<file path="config.mk">
export PLATFORM = sky130hd
export DESIGN_NAME = alu_loop_sequencer_flat
export DESIGN_NICKNAME = d
export VERILOG_FILES = /design/src/rtl/alu_loop_sequencer_if.sv /design/src/rtl/alu_loop_sequencer.sv /design/src/flat_wrapper.sv
export SDC_FILE = /design/constraint.sdc
export NUM_CORES = 1
export LEC_CHECK = 0
export CAP_MARGIN = 10
export CORE_ASPECT_RATIO = 0.7
export CORE_UTILIZATION = 37
export DETAILED_ROUTE_END_ITERATION = 10
export PLACE_DENSITY = 0.77
export RECOVER_POWER = 25
export SYNTH_ARGS = -nofsm -noshare
export SYNTH_HDL_FRONTEND = slang
export SYNTH_SLANG_ARGS = --single-unit
</file>
<file path="constraint.sdc">
create_clock -name clk -period 1.6 [get_ports clk]
set_input_delay 0.4 -clock clk [delete_from_list [all_inputs] [get_ports clk]]
set_output_delay 0.4 -clock clk [all_outputs]
set_load 0.005 [all_outputs]
</file>
<file path="src/rtl/alu_loop_sequencer_if.sv">
// Shared types and the request/response bundle
// for the nibble-loop ALU sequencer.
package alu_loop_pkg;

  typedef logic [2:0] alu_cmd_t;

  localparam alu_cmd_t CMD_ADD  = 3'd0;
  localparam alu_cmd_t CMD_AND  = 3'd1;
  localparam alu_cmd_t CMD_OR   = 3'd2;
  localparam alu_cmd_t CMD_XOR  = 3'd3;
  localparam alu_cmd_t CMD_XNOR = 3'd4;

  typedef struct packed {
    alu_cmd_t cmd;
    logic     b_inv;
    logic     carry_disable;
  } AluCtrl;

  typedef struct packed {
    AluCtrl      ctrl;
    logic        carry_in;
    logic        eq_check;
    logic        signed_neg;
    logic [2:0]  nibbles;
    logic [31:0] word1;
    logic [31:0] word2;
    logic [31:0] preinit;
  } seq_req_t;

endpackage

interface alu_loop_sequencer_if;
  import alu_loop_pkg::*;

  logic        req_valid;
  logic        req_ready;
  AluCtrl      req_ctrl;
  logic        req_carry_in;
  logic        req_eq_check;
  logic        req_signed_neg;
  logic [2:0]  req_nibbles;
  logic [31:0] req_word1;
  logic [31:0] req_word2;
  logic [31:0] req_preinit;

  logic        rsp_valid;
  logic        rsp_ready;
  logic [31:0] rsp_result;
  logic        rsp_flag;
  logic        rsp_timeout;

  modport master (
    output req_valid,
    output req_ctrl,
    output req_carry_in,
    output req_eq_check,
    output req_signed_neg,
    output req_nibbles,
    output req_word1,
    output req_word2,
    output req_preinit,
    output rsp_ready,
    input  req_ready,
    input  rsp_valid,
    input  rsp_result,
    input  rsp_flag,
    input  rsp_timeout
  );

  modport slave (
    input  req_valid,
    input  req_ctrl,
    input  req_carry_in,
    input  req_eq_check,
    input  req_signed_neg,
    input  req_nibbles,
    input  req_word1,
    input  req_word2,
    input  req_preinit,
    input  rsp_ready,
    output req_ready,
    output rsp_valid,
    output rsp_result,
    output rsp_flag,
    output rsp_timeout
  );

endinterface

</file>
<file path="src/rtl/alu_loop_sequencer.sv">
// Sequencer that arms, runs and watches a
// nibble-serial ALU loop, one request at a time.
module alu_loop_sequencer
  import alu_loop_pkg::*;
#(
  parameter int unsigned MAX_LOOP_CYCLES = 20
) (
  input  logic        clk,
  input  logic        rst_n,

  alu_loop_sequencer_if.slave bus,

  output logic        loop_perm_to_count,
  output logic [2:0]  loop_nibbles_number,
  output AluCtrl      loop_ctrl,
  output logic        loop_carry_in,
  output logic        loop_check_0xf,
  output logic        loop_signed_neg,
  output logic [31:0] loop_word1,
  output logic [31:0] loop_word2,
  output logic [31:0] loop_preinit,

  input  logic        loop_busy,
  input  logic [31:0] loop_result,
  input  logic        loop_carry_out
);

  localparam int unsigned CW =
    (MAX_LOOP_CYCLES < 2) ? 1 :
    $clog2(MAX_LOOP_CYCLES);

  localparam logic [CW-1:0] LAST =
    CW'(MAX_LOOP_CYCLES - 1);

  localparam logic [1:0] IDLE = 2'd0;
  localparam logic [1:0] ARM  = 2'd1;
  localparam logic [1:0] RUN  = 2'd2;
  localparam logic [1:0] RESP = 2'd3;

  logic [1:0]    state;
  logic [1:0]    state_d;
  seq_req_t      req_q;
  logic [CW-1:0] cnt;
  logic [31:0]   res_q;
  logic          flag_q;
  logic          tmo_q;

  logic is_idle;
  logic is_arm;
  logic is_run;
  logic is_resp;
  logic accept;
  logic run_done;
  logic run_tmo;

  assign is_idle = (state == IDLE);
  assign is_arm  = (state == ARM);
  assign is_run  = (state == RUN);
  assign is_resp = (state == RESP);

  assign accept = is_idle & bus.req_valid;

  // The first RUN edge is skipped: the loop
  // only sees perm_to_count=1 from that cycle,
  // so its busy flag is not yet meaningful.
  assign run_done = is_run
                  & (cnt != '0)
                  & ~loop_busy;

  assign run_tmo = is_run
                 & ~run_done
                 & (cnt == LAST);

  // Next-state decode
  always_comb begin
    state_d = state;
    unique case (1'b1)
      is_idle: begin
        if (bus.req_valid) state_d = ARM;
      end
      is_arm: begin
        state_d = RUN;
      end
      is_run: begin
        if (run_done | run_tmo) state_d = RESP;
      end
      is_resp: begin
        if (bus.rsp_ready) state_d = IDLE;
      end
      default: begin
        state_d = IDLE;
      end
    endcase
  end

  // State register
  always_ff @(posedge clk or negedge rst_n) begin
    if (!rst_n) begin
      state <= IDLE;
    end else begin
      state <= state_d;
    end
  end

  // Capture the request only on acceptance
  always_ff @(posedge clk or negedge rst_n) begin
    if (!rst_n) begin
      req_q <= '0;
    end else if (accept) begin
      req_q.ctrl       <= bus.req_ctrl;
      req_q.carry_in   <= bus.req_carry_in;
      req_q.eq_check   <= bus.req_eq_check;
      req_q.signed_neg <= bus.req_signed_neg;
      req_q.nibbles    <= bus.req_nibbles;
      req_q.word1      <= bus.req_word1;
      req_q.word2      <= bus.req_word2;
      req_q.preinit    <= bus.req_preinit;
    end
  end

  // Watchdog: zero on RUN entry, counts RUN edges
  always_ff @(posedge clk or negedge rst_n) begin
    if (!rst_n) begin
      cnt <= '0;
    end else if (is_arm) begin
      cnt <= '0;
    end else if (is_run & ~run_done & ~run_tmo) begin
      cnt <= cnt + 1'b1;
    end
  end

  // Response registers, held through RESP
  always_ff @(posedge clk or negedge rst_n) begin
    if (!rst_n) begin
      res_q  <= '0;
      flag_q <= 1'b0;
      tmo_q  <= 1'b0;
    end else if (run_done) begin
      res_q  <= loop_result;
      flag_q <= loop_carry_out;
      tmo_q  <= 1'b0;
    end else if (run_tmo) begin
      res_q  <= loop_result;
      flag_q <= 1'b0;
      tmo_q  <= 1'b1;
    end
  end

  assign bus.req_ready   = is_idle;
  assign bus.rsp_valid   = is_resp;
  assign bus.rsp_result  = res_q;
  assign bus.rsp_flag    = flag_q;
  assign bus.rsp_timeout = tmo_q;

  assign loop_perm_to_count  = is_run;
  assign loop_nibbles_number = req_q.nibbles;
  assign loop_ctrl           = req_q.ctrl;
  assign loop_carry_in       = req_q.carry_in;
  assign loop_check_0xf      = req_q.eq_check;
  assign loop_signed_neg     = req_q.signed_neg;
  assign loop_word1          = req_q.word1;
  assign loop_word2          = req_q.word2;
  assign loop_preinit        = req_q.preinit;

endmodule

</file>
<file path="src/flat_wrapper.sv">
// flat-port wrapper written by rule: the top's interface ports become plain ports
module alu_loop_sequencer_flat import alu_loop_pkg::*;
#(
  parameter int unsigned MAX_LOOP_CYCLES = 20
)
  (clk, rst_n, loop_perm_to_count, loop_nibbles_number, loop_ctrl, loop_carry_in, loop_check_0xf, loop_signed_neg, loop_word1, loop_word2, loop_preinit, loop_busy, loop_result, loop_carry_out, bus_req_valid, bus_req_ctrl, bus_req_carry_in, bus_req_eq_check, bus_req_signed_neg, bus_req_nibbles, bus_req_word1, bus_req_word2, bus_req_preinit, bus_rsp_ready, bus_req_ready, bus_rsp_valid, bus_rsp_result, bus_rsp_flag, bus_rsp_timeout);
  alu_loop_sequencer_if bus_i ();
  input  logic clk;
  input  logic rst_n;
  output logic loop_perm_to_count;
  output logic [2:0] loop_nibbles_number;
  output AluCtrl loop_ctrl;
  output logic loop_carry_in;
  output logic loop_check_0xf;
  output logic loop_signed_neg;
  output logic [31:0] loop_word1;
  output logic [31:0] loop_word2;
  output logic [31:0] loop_preinit;
  input  logic loop_busy;
  input  logic [31:0] loop_result;
  input  logic loop_carry_out;
  input wire logic [$bits(bus_i.req_valid)-1:0] bus_req_valid;
  input wire logic [$bits(bus_i.req_ctrl)-1:0] bus_req_ctrl;
  input wire logic [$bits(bus_i.req_carry_in)-1:0] bus_req_carry_in;
  input wire logic [$bits(bus_i.req_eq_check)-1:0] bus_req_eq_check;
  input wire logic [$bits(bus_i.req_signed_neg)-1:0] bus_req_signed_neg;
  input wire logic [$bits(bus_i.req_nibbles)-1:0] bus_req_nibbles;
  input wire logic [$bits(bus_i.req_word1)-1:0] bus_req_word1;
  input wire logic [$bits(bus_i.req_word2)-1:0] bus_req_word2;
  input wire logic [$bits(bus_i.req_preinit)-1:0] bus_req_preinit;
  input wire logic [$bits(bus_i.rsp_ready)-1:0] bus_rsp_ready;
  output wire logic [$bits(bus_i.req_ready)-1:0] bus_req_ready;
  output wire logic [$bits(bus_i.rsp_valid)-1:0] bus_rsp_valid;
  output wire logic [$bits(bus_i.rsp_result)-1:0] bus_rsp_result;
  output wire logic [$bits(bus_i.rsp_flag)-1:0] bus_rsp_flag;
  output wire logic [$bits(bus_i.rsp_timeout)-1:0] bus_rsp_timeout;
  assign bus_i.req_valid = bus_req_valid;
  assign bus_i.req_ctrl = bus_req_ctrl;
  assign bus_i.req_carry_in = bus_req_carry_in;
  assign bus_i.req_eq_check = bus_req_eq_check;
  assign bus_i.req_signed_neg = bus_req_signed_neg;
  assign bus_i.req_nibbles = bus_req_nibbles;
  assign bus_i.req_word1 = bus_req_word1;
  assign bus_i.req_word2 = bus_req_word2;
  assign bus_i.req_preinit = bus_req_preinit;
  assign bus_i.rsp_ready = bus_rsp_ready;
  assign bus_req_ready = bus_i.req_ready;
  assign bus_rsp_valid = bus_i.rsp_valid;
  assign bus_rsp_result = bus_i.rsp_result;
  assign bus_rsp_flag = bus_i.rsp_flag;
  assign bus_rsp_timeout = bus_i.rsp_timeout;
  alu_loop_sequencer #(.MAX_LOOP_CYCLES(MAX_LOOP_CYCLES)) u_core (.clk(clk), .rst_n(rst_n), .bus(bus_i), .loop_perm_to_count(loop_perm_to_count), .loop_nibbles_number(loop_nibbles_number), .loop_ctrl(loop_ctrl), .loop_carry_in(loop_carry_in), .loop_check_0xf(loop_check_0xf), .loop_signed_neg(loop_signed_neg), .loop_word1(loop_word1), .loop_word2(loop_word2), .loop_preinit(loop_preinit), .loop_busy(loop_busy), .loop_result(loop_result), .loop_carry_out(loop_carry_out));
endmodule
</file>
==> flow_metrics.py, run 1 <==
metrics = {
    "clocking": {
        "cts_htree_levels": 4,
        "clock_latency_ns": 0.42,
        "clock_sinks": 148,
        "numCtsBuffers": 17,
        "clk_transition_reported_paths_ns": 0.06,
        "clockRootBuffer": "clkbuf_16",
        "cts_buffer_depth": 2,
        "cts_tree": "yes",
    },
    "synth": {
        "synth_top_area_share_pct": 62.8,
        "synthTopCellsByArea": "dfrtp_1 (63%), mux2_2 (21%), mux2_4 (7.6%), ha_1 (1.5%), buf_12 (1.0%)",
        "synthMostInstantiatedCell": "dfrtp_1",
        "synthFlopType": "dfrtp_1",
        "syn_area_um2": 5890,
        "synth_edf_count": 0,
        "yosysSeqAreaShare_pct": 62.8,
        "synth_nets": 507,
        "synthCells": 355,
        "yosysUniqueCellTypes": 32,
        "yosysTopAreaCell": "dfrtp_1",
        "yosysWarningCount": 0,
        "synth-seq-cells": 148,
        "async_flop_share_pct": 100,
        "synth_common_cells": "dfrtp_1 (148), mux2_2 (109), mux2_4 (30)",
        "syn_area_per_cell_um2": 16.6,
    },
    "power_and_ir_drop": {
        "power_density_nw_per_um2": 1910,
        "vdd_drop_max_mv": 1.12,
        "leakagePower_nw": 5.33,
        "clkPwrFrac_pct": 19.4,
        "seqPwrFrac_pct": 32.3,
        "internal_power_mw": 14.8,
        "p_sw_mw": 6.01,
        "pwr-share-comb_pct": 48.4,
        "switching_share_pct": 28.8,
    },
    "layout": {
        "antenna_cells": 0,
        "syn2layout_area_growth_pct": 84.5,
        "drive_gt1_share_pct": 37.9,
        "fin_nets": 884,
        "nFillCells": 1016,
    },
    "floorplan": {
        "pin_count": 289,
        "die_area_um2": 16400,
        "rows": 38,
        "die_w_um": 153,
        "core_um2": 15500,
        "die_h_um": 108,
        "initial_utilization_pct": 37.9,
    },
    "worst_setup_path": {
        "worstPathRequired_ns": 1.90,
        "worstPathCellList": "buf_4 > ha_4 > buf_6 > nand4_1 > nor2b_4 > buf_6 > clkbuf_16 > mux2_4",
        "worst_path_largest_cell_delay_ns": 0.40,
        "crit_top_cell": "buf_6",
        "worst_path_max_delay_cell": "dfrtp_1",
        "crit_path_max_fanout": 5,
        "start_kind": "register",
        "arrival_ns": 2.14,
        "crit_type": "register to register",
        "cp-end-kind": "register",
    },
    "global_route": {
        "antenna_found_initial": 0,
        "grt-ovfl-total": 0,
        "track_usage_pct": 22.5,
        "grt_max_degree": 44,
        "grt_pass1_vias": 5054,
        "grt_pass1_wl_mm": 27.7,
    },
    "min_path": {
        "min_path_type": "register to register",
    },
    "drt": {
        "routedWlPerCell_um": 19.4,
        "wl_mm": 18.3,
        "drt_pass1_iterations": 4,
        "routed_via_density": 4.73,
        "dr.first_iter.drc_count": 204,
        "drcViolationCount": 0,
        "drtAntennaViolNets": 0,
        "num_vias": 4472,
    },
    "sta": {
        "skew_ns": 0.0107,
        "tightest_slew_ns": 0.914,
        "layout_min_cycle_time_ns": 1.85,
        "hold_violations": 0,
        "fin_crit_sh_pct": 115,
        "rsz0062_at_grt": "true",
        "timing.fmax_ghz": 0.541,
        "slew_violations": 0,
        "setup_violations": 144,
        "hold-worst-slack_ns": 0.500,
        "layout_setup_ws_ns": -0.247,
        "slew_headroom_pct": 39.1,
    },
    "run_status": {
        "violations": "negative setup slack",
        "status": "finished with violations",
    },
    "placement": {
        "post-dp-hpwl_mm": 11.5,
        "pre_cts_ws_ns": -0.332,
        "port_buffers": 288,
        "routabilityCongestion": 0.805,
    },
    "job": {
        "drv_cap": 0,
    },
}
-- path summary, 6_finish.rpt --
check | startpoint | end | slack [ns] | cells past startpoint
min in group asynchronous | rst_n | u_core.loop_word2[12]$_DFFE_PN0P_ | 0.65 | 2
setup reg to reg | u_core.state[1]$_DFFE_PN0P_ | u_core.bus.rsp_result[17]$_DFFE_PN0P_ | -0.25 | 8
hold reg to reg | u_core.loop_word2[7]$_DFFE_PN0P_ | u_core.loop_word2[7]$_DFFE_PN0P_ | 0.50 | 1
setup / recovery | u_core.state[1]$_DFFE_PN0P_ | u_core.bus.rsp_result[17]$_DFFE_PN0P_ | -0.25 | 8
hold / removal | u_core.loop_word2[7]$_DFFE_PN0P_ | u_core.loop_word2[7]$_DFFE_PN0P_ | 0.50 | 1
max in group asynchronous | rst_n | u_core.loop_word2[17]$_DFFE_PN0P_ | 0.14 | 3
-- worst max-delay path, delay by kind of cell (launching register included) --
| family | cells | cell delay, ns |
|---|---|---|
| buffers and inverters | 4 | 0.56 |
| DFF | 1 | 0.40 |
| and+or+nand+nor | 2 | 0.31 |
| muxes | 1 | 0.29 |
| adders and majority gates | 1 | 0.15 |
-- timing repair --
action,in CTS,in global routing
pin swaps,8,6
endpoints found under the setup margin,256,148
setup buffers,34,4
gates cloned,12,2
gates resized for setup,248,42
hold endpoints to repair,27,0
hold buffers,1,0
-- registers in the layout, indices dropped and copies added (netlist names) --
| name | flops |
|---|---|
| u_core.loop_ctrl | 5 |
| u_core.loop_nibbles_number | 3 |
| u_core.loop_word2 | 32 |
| u_core.cnt | 5 |
| u_core.bus.rsp_flag | 1 |
| u_core.bus.rsp_timeout | 1 |
| u_core.bus.rsp_result | 32 |
| u_core.loop_signed_neg | 1 |
| u_core.loop_check_0xf | 1 |
| u_core.loop_preinit | 32 |
| u_core.loop_carry_in | 1 |
| u_core.loop_word1 | 32 |
| u_core.state | 2 |
-- final cells by class --
type                    instances  area [um^2]  share of cell area, %
repair buffers                374         3830                   35.2
multi-input cells             184         2470                   22.7
well taps                     200          250                   2.30
inverters                       7         28.8                  0.265
clock inverters                13          159                   1.46
flip-flops and latches        148         3700                   34.1
clock buffers                  19          433                   3.98
-- cells in the final DEF (no fill, tap or decap), types with 5 or more instances in the layout --
| master | synthesis | layout |
|---|---|---|
| buf_4 | 0 | 42 |
| nor2_1 | 5 | 5 |
| dlygate4sd2_1 | 0 | 141 |
| clkdlybuf4s50_1 | 0 | 143 |
| buf_16 | 0 | 12 |
| buf_6 | 2 | 12 |
| dfrtp_1 | 148 | 148 |
| mux2_4 | 30 | 107 |
| mux2_2 | 109 | 33 |
| clkbuf_16 | 0 | 19 |
| buf_12 | 3 | 13 |
-- kinds of logic (layout without fill, tap and decap cells) --
family | count (synthesis) | after routing | share of synthesized area, %
AO/OA/AOI/OAI | 11 | 11 | 1.29
XOR/XNOR | 2 | 2 | 0.297
adder cells (fa/ha/maj) | 7 | 7 | 1.49
buffers and inverters | 24 | 413 | 2.72
flip-flops | 148 | 148 | 62.8
multiplexers | 142 | 142 | 29.0
AND/OR/NAND/NOR | 21 | 22 | 2.38
-- power by group through the flow --
stage / Clock, mW / Sequential, mW / Combinational, mW
finish: 4.03 / 6.71 / 10.1
global route: 4.31 / 6.95 / 10.7
CTS: 4.10 / 6.65 / 9.50
detailed placement: 0 / 6.75 / 8.65
global placement: 0 / 6.63 / 8.43
floorplan: 0 / 6.77 / 3.36
-- per-stage QoR --
stage / std cells / instance area, um^2 / TNS (ns) / power, mW / utilization (%)
floorplan: 355 / 5940 / -4.10 / 10.1 / -
global placement: 861 / 9250 / -26.07 / 15.1 / 59.5
detailed placement: 861 / 9250 / -29.29 / 15.4 / 59.5
CTS: 939 / 10600 / -12.68 / 20.2 / 68.4
global route: 945 / 10900 / -25.65 / 21.9 / 70.0
finish: 945 / 10900 / -17.86 / 20.8 / 70.0
-- routing by layer --
layer  part of all wire [%]  wire, um  vias to the layer above  global-route usage (%)
li1                       -         -                     2012                       -
met1                     40      7250                     2250                    25.3
met2                     51      9400                      189                    39.7
met3                    7.8      1430                       21                    8.74
met4                    1.3       241                        0                    6.64
met5                      0         0                        -                       0
Note: power is estimated with default switching activity, not from simulation.
==> run 2: changes to the inputs <==
Settings changed: CAP_MARGIN 10 to default, CTS_CLUSTER_SIZE from default to 24.
==> results of run 2 <==
The final DEF is identical to that of run 1; final timing and power are the same.
==> run 3: changes to the inputs <==
Settings changed: CORE_UTILIZATION 37 to 38, CTS_BUF_LIST from default to sky130_fd_sc_hd__clkbuf_8, CTS_CLUSTER_SIZE 24 to 12, PLACE_DENSITY 0.77 to 0.79.
==> run 3 against run 2 <==
  * The run still ends with negative setup slack left
  * First-iteration DRC count is 51% lower
  * Setup slack better by 0.018 ns
  * Via count is 2.7% lower
  * Clock skew is 0.00090 ns lower
  * Critical endpoint is now u_core.bus.rsp_result[12]$_DFFE_PN0P_
  * Highest routed layer unchanged
==> flow_metrics.py, run 3 (same netlist as run 1, synthesis figures left out) <==
metrics = {
    "run_status": {
        "status": "finished with violations",
        "violations": "negative setup slack",
    },
    "worst_setup_path": {
        "r2r_start": "u_core.cnt[0]$_DFFE_PN0P_",
        "worstPathRequired_ns": 1.93,
        "crit_type": "register to register",
        "arrival_ns": 2.16,
        "crit_path_max_fanout": 6,
        "reg2reg_depth": 8,
        "r2r-end": "u_core.bus.rsp_result[12]$_DFFE_PN0P_",
        "start_kind": "register",
        "r2r_setup_slack_ns": -0.23,
        "cp-end-kind": "register",
    },
    "global_route": {
        "grt_max_degree": 51,
        "track_usage_pct": 19.7,
        "grt_pass1_wl_mm": 23.8,
        "grt-ovfl-total": 0,
        "grt_pass1_vias": 4563,
        "antenna_found_initial": 0,
    },
    "floorplan": {
        "rows": 37,
        "core_um2": 14900,
        "pin_count": 289,
        "initial_utilization_pct": 39.5,
        "die_area_um2": 16000,
        "die_h_um": 106,
        "die_w_um": 151,
    },
    "min_path": {
        "holdPathEnd": "u_core.loop_nibbles_number[2]$_DFFE_PN0P_",
        "min_from": "u_core.loop_nibbles_number[2]$_DFFE_PN0P_",
        "min_path_type": "register to register",
        "hold_depth": 1,
    },
    "layout": {
        "drive_gt1_share_pct": 36.3,
        "nFillCells": 1006,
        "mostFrequentLayoutCell": "dfrtp_1",
        "fin_nets": 868,
        "fin_util_pct": 69.6,
        "syn2layout_area_growth_pct": 76.0,
        "antenna_cells": 0,
        "layout_common_cells": "dfrtp_1 (148), clkdlybuf4s50_1 (143), dlygate4sd2_1 (140)",
        "fin_area_um2": 10400,
    },
    "power_and_ir_drop": {
        "total_power_mw": 19.3,
        "power_density_nw_per_um2": 1860,
        "leakagePower_nw": 5.10,
        "vdd_drop_max_mv": 0.965,
    },
    "drt": {
        "routed_via_density": 4.72,
        "routedWlPerCell_um": 19.2,
        "drt_pass1_iterations": 4,
        "num_vias": 4353,
        "dr.first_iter.drc_count": 99,
        "wl_mm": 17.7,
        "drcViolationCount": 0,
        "drtAntennaViolNets": 0,
    },
    "sta": {
        "slew_headroom_pct": 34.7,
        "layout_setup_ws_ns": -0.229,
        "rsz0062_at_grt": "true",
        "slew_violations": 0,
        "hold_violations": 0,
        "tightest_slew_ns": 0.980,
        "fin_crit_sh_pct": 114,
        "skew_ns": 0.00982,
        "setup_violations": 146,
        "timing.fmax_ghz": 0.547,
        "hold-worst-slack_ns": 0.503,
        "layout_min_cycle_time_ns": 1.83,
    },
    "clocking": {
        "cts_buffer_depth": 2,
        "cts_tree": "yes",
        "clock_sinks": 148,
        "numCtsBuffers": 17,
        "clock_latency_ns": 0.44,
        "clk_transition_reported_paths_ns": 0.08,
        "cts_htree_levels": 4,
        "clockRootBuffer": "clkbuf_8",
    },
    "placement": {
        "pre_cts_ws_ns": -0.388,
        "port_buffers": 288,
        "routabilityCongestion": 0.782,
        "post-dp-hpwl_mm": 11.1,
        "place_area_um2": 9200,
    },
    "job": {
        "drv_cap": 0,
    },
}
run 3: changes by cell type in the layout (fill, tap and decap cells not counted), sizes merged:
cell,change
dlygate4sd2,-1
clkinv,-2
buf,-17
inv,+2
clkdlybuf4s15,+1
run 3: power breakdown:
part	internal, mW	switching, mW
registers	5.65	1.04
logic	6.34	3.23
clock network	1.57	1.45
total	13.6	5.71
run 3: final cells by class:
type / instances / area [um^2] / area share [%]
Timing Repair Buffer: 358 / 3520 / 33.9
Clock buffer: 18 / 248 / 2.39
Clock inverter: 13 / 158 / 1.52
Multi-Input combinational cell: 184 / 2470 / 23.8
Tap cell: 195 / 244 / 2.35
Sequential cell: 148 / 3700 / 35.7
Inverter: 7 / 28.8 / 0.277
run 3: metal layers:
| layer | global-route usage, % | part of all wire (%) | up-vias |
|---|---|---|---|
| li1 | - | - | 1961 |
| met1 | 21.8 | 40 | 2186 |
| met2 | 33.7 | 50 | 186 |
| met3 | 8.67 | 8.7 | 20 |
| met4 | 5.86 | 1.3 | 0 |
| met5 | 0 | 0 | - |
run 3: worst max path at each step:
stage | slack (ns) | from | endpoint
after global routing | -0.30 | u_core.cnt[1]$_DFFE_PN0P_ | u_core.bus.rsp_result[8]$_DFFE_PN0P_
after floorplan | -0.13 | u_core.cnt[0]$_DFFE_PN0P_ | u_core.bus.rsp_result[10]$_DFFE_PN0P_
after global placement | -0.31 | loop_busy | u_core.bus.rsp_result[5]$_DFFE_PN0P_
final | -0.23 | u_core.cnt[0]$_DFFE_PN0P_ | u_core.bus.rsp_result[12]$_DFFE_PN0P_
after CTS | -0.27 | u_core.cnt[0]$_DFFE_PN0P_ | u_core.bus.rsp_result[6]$_DFFE_PN0P_
after detailed placement | -0.39 | loop_busy | u_core.bus.rsp_result[17]$_DFFE_PN0P_
run 3: repair_timing:
item                                    4_1_cts  5_1_grt
hold endpoints to repair                     34        0
pin swaps                                     2        7
buffers inserted                             22       11
endpoints found under the setup margin      220      128
cloned                                        1       11
hold buffers                                  1        0
gates resized for setup                     176      106
run 3: critical path, cell delays in order (launching register included):
cell	delay, ns
dfrtp_1	0.39
inv_2	0.09
ha_4	0.13
nor4b_4	0.28
nor3b_4	0.09
nor2b_4	0.15
buf_6	0.14
clkbuf_16	0.15
mux2_4	0.30
run 3: metrics by stage:
| stage | TNS (ns) | cells |
|---|---|---|
| after CTS | -7.79 | 905 |
| final | -13.49 | 923 |
| after global placement | -28.28 | 851 |
| after detailed placement | -32.29 | 851 |
| after global routing | -21.70 | 923 |
| after floorplan | -4.10 | 355 |
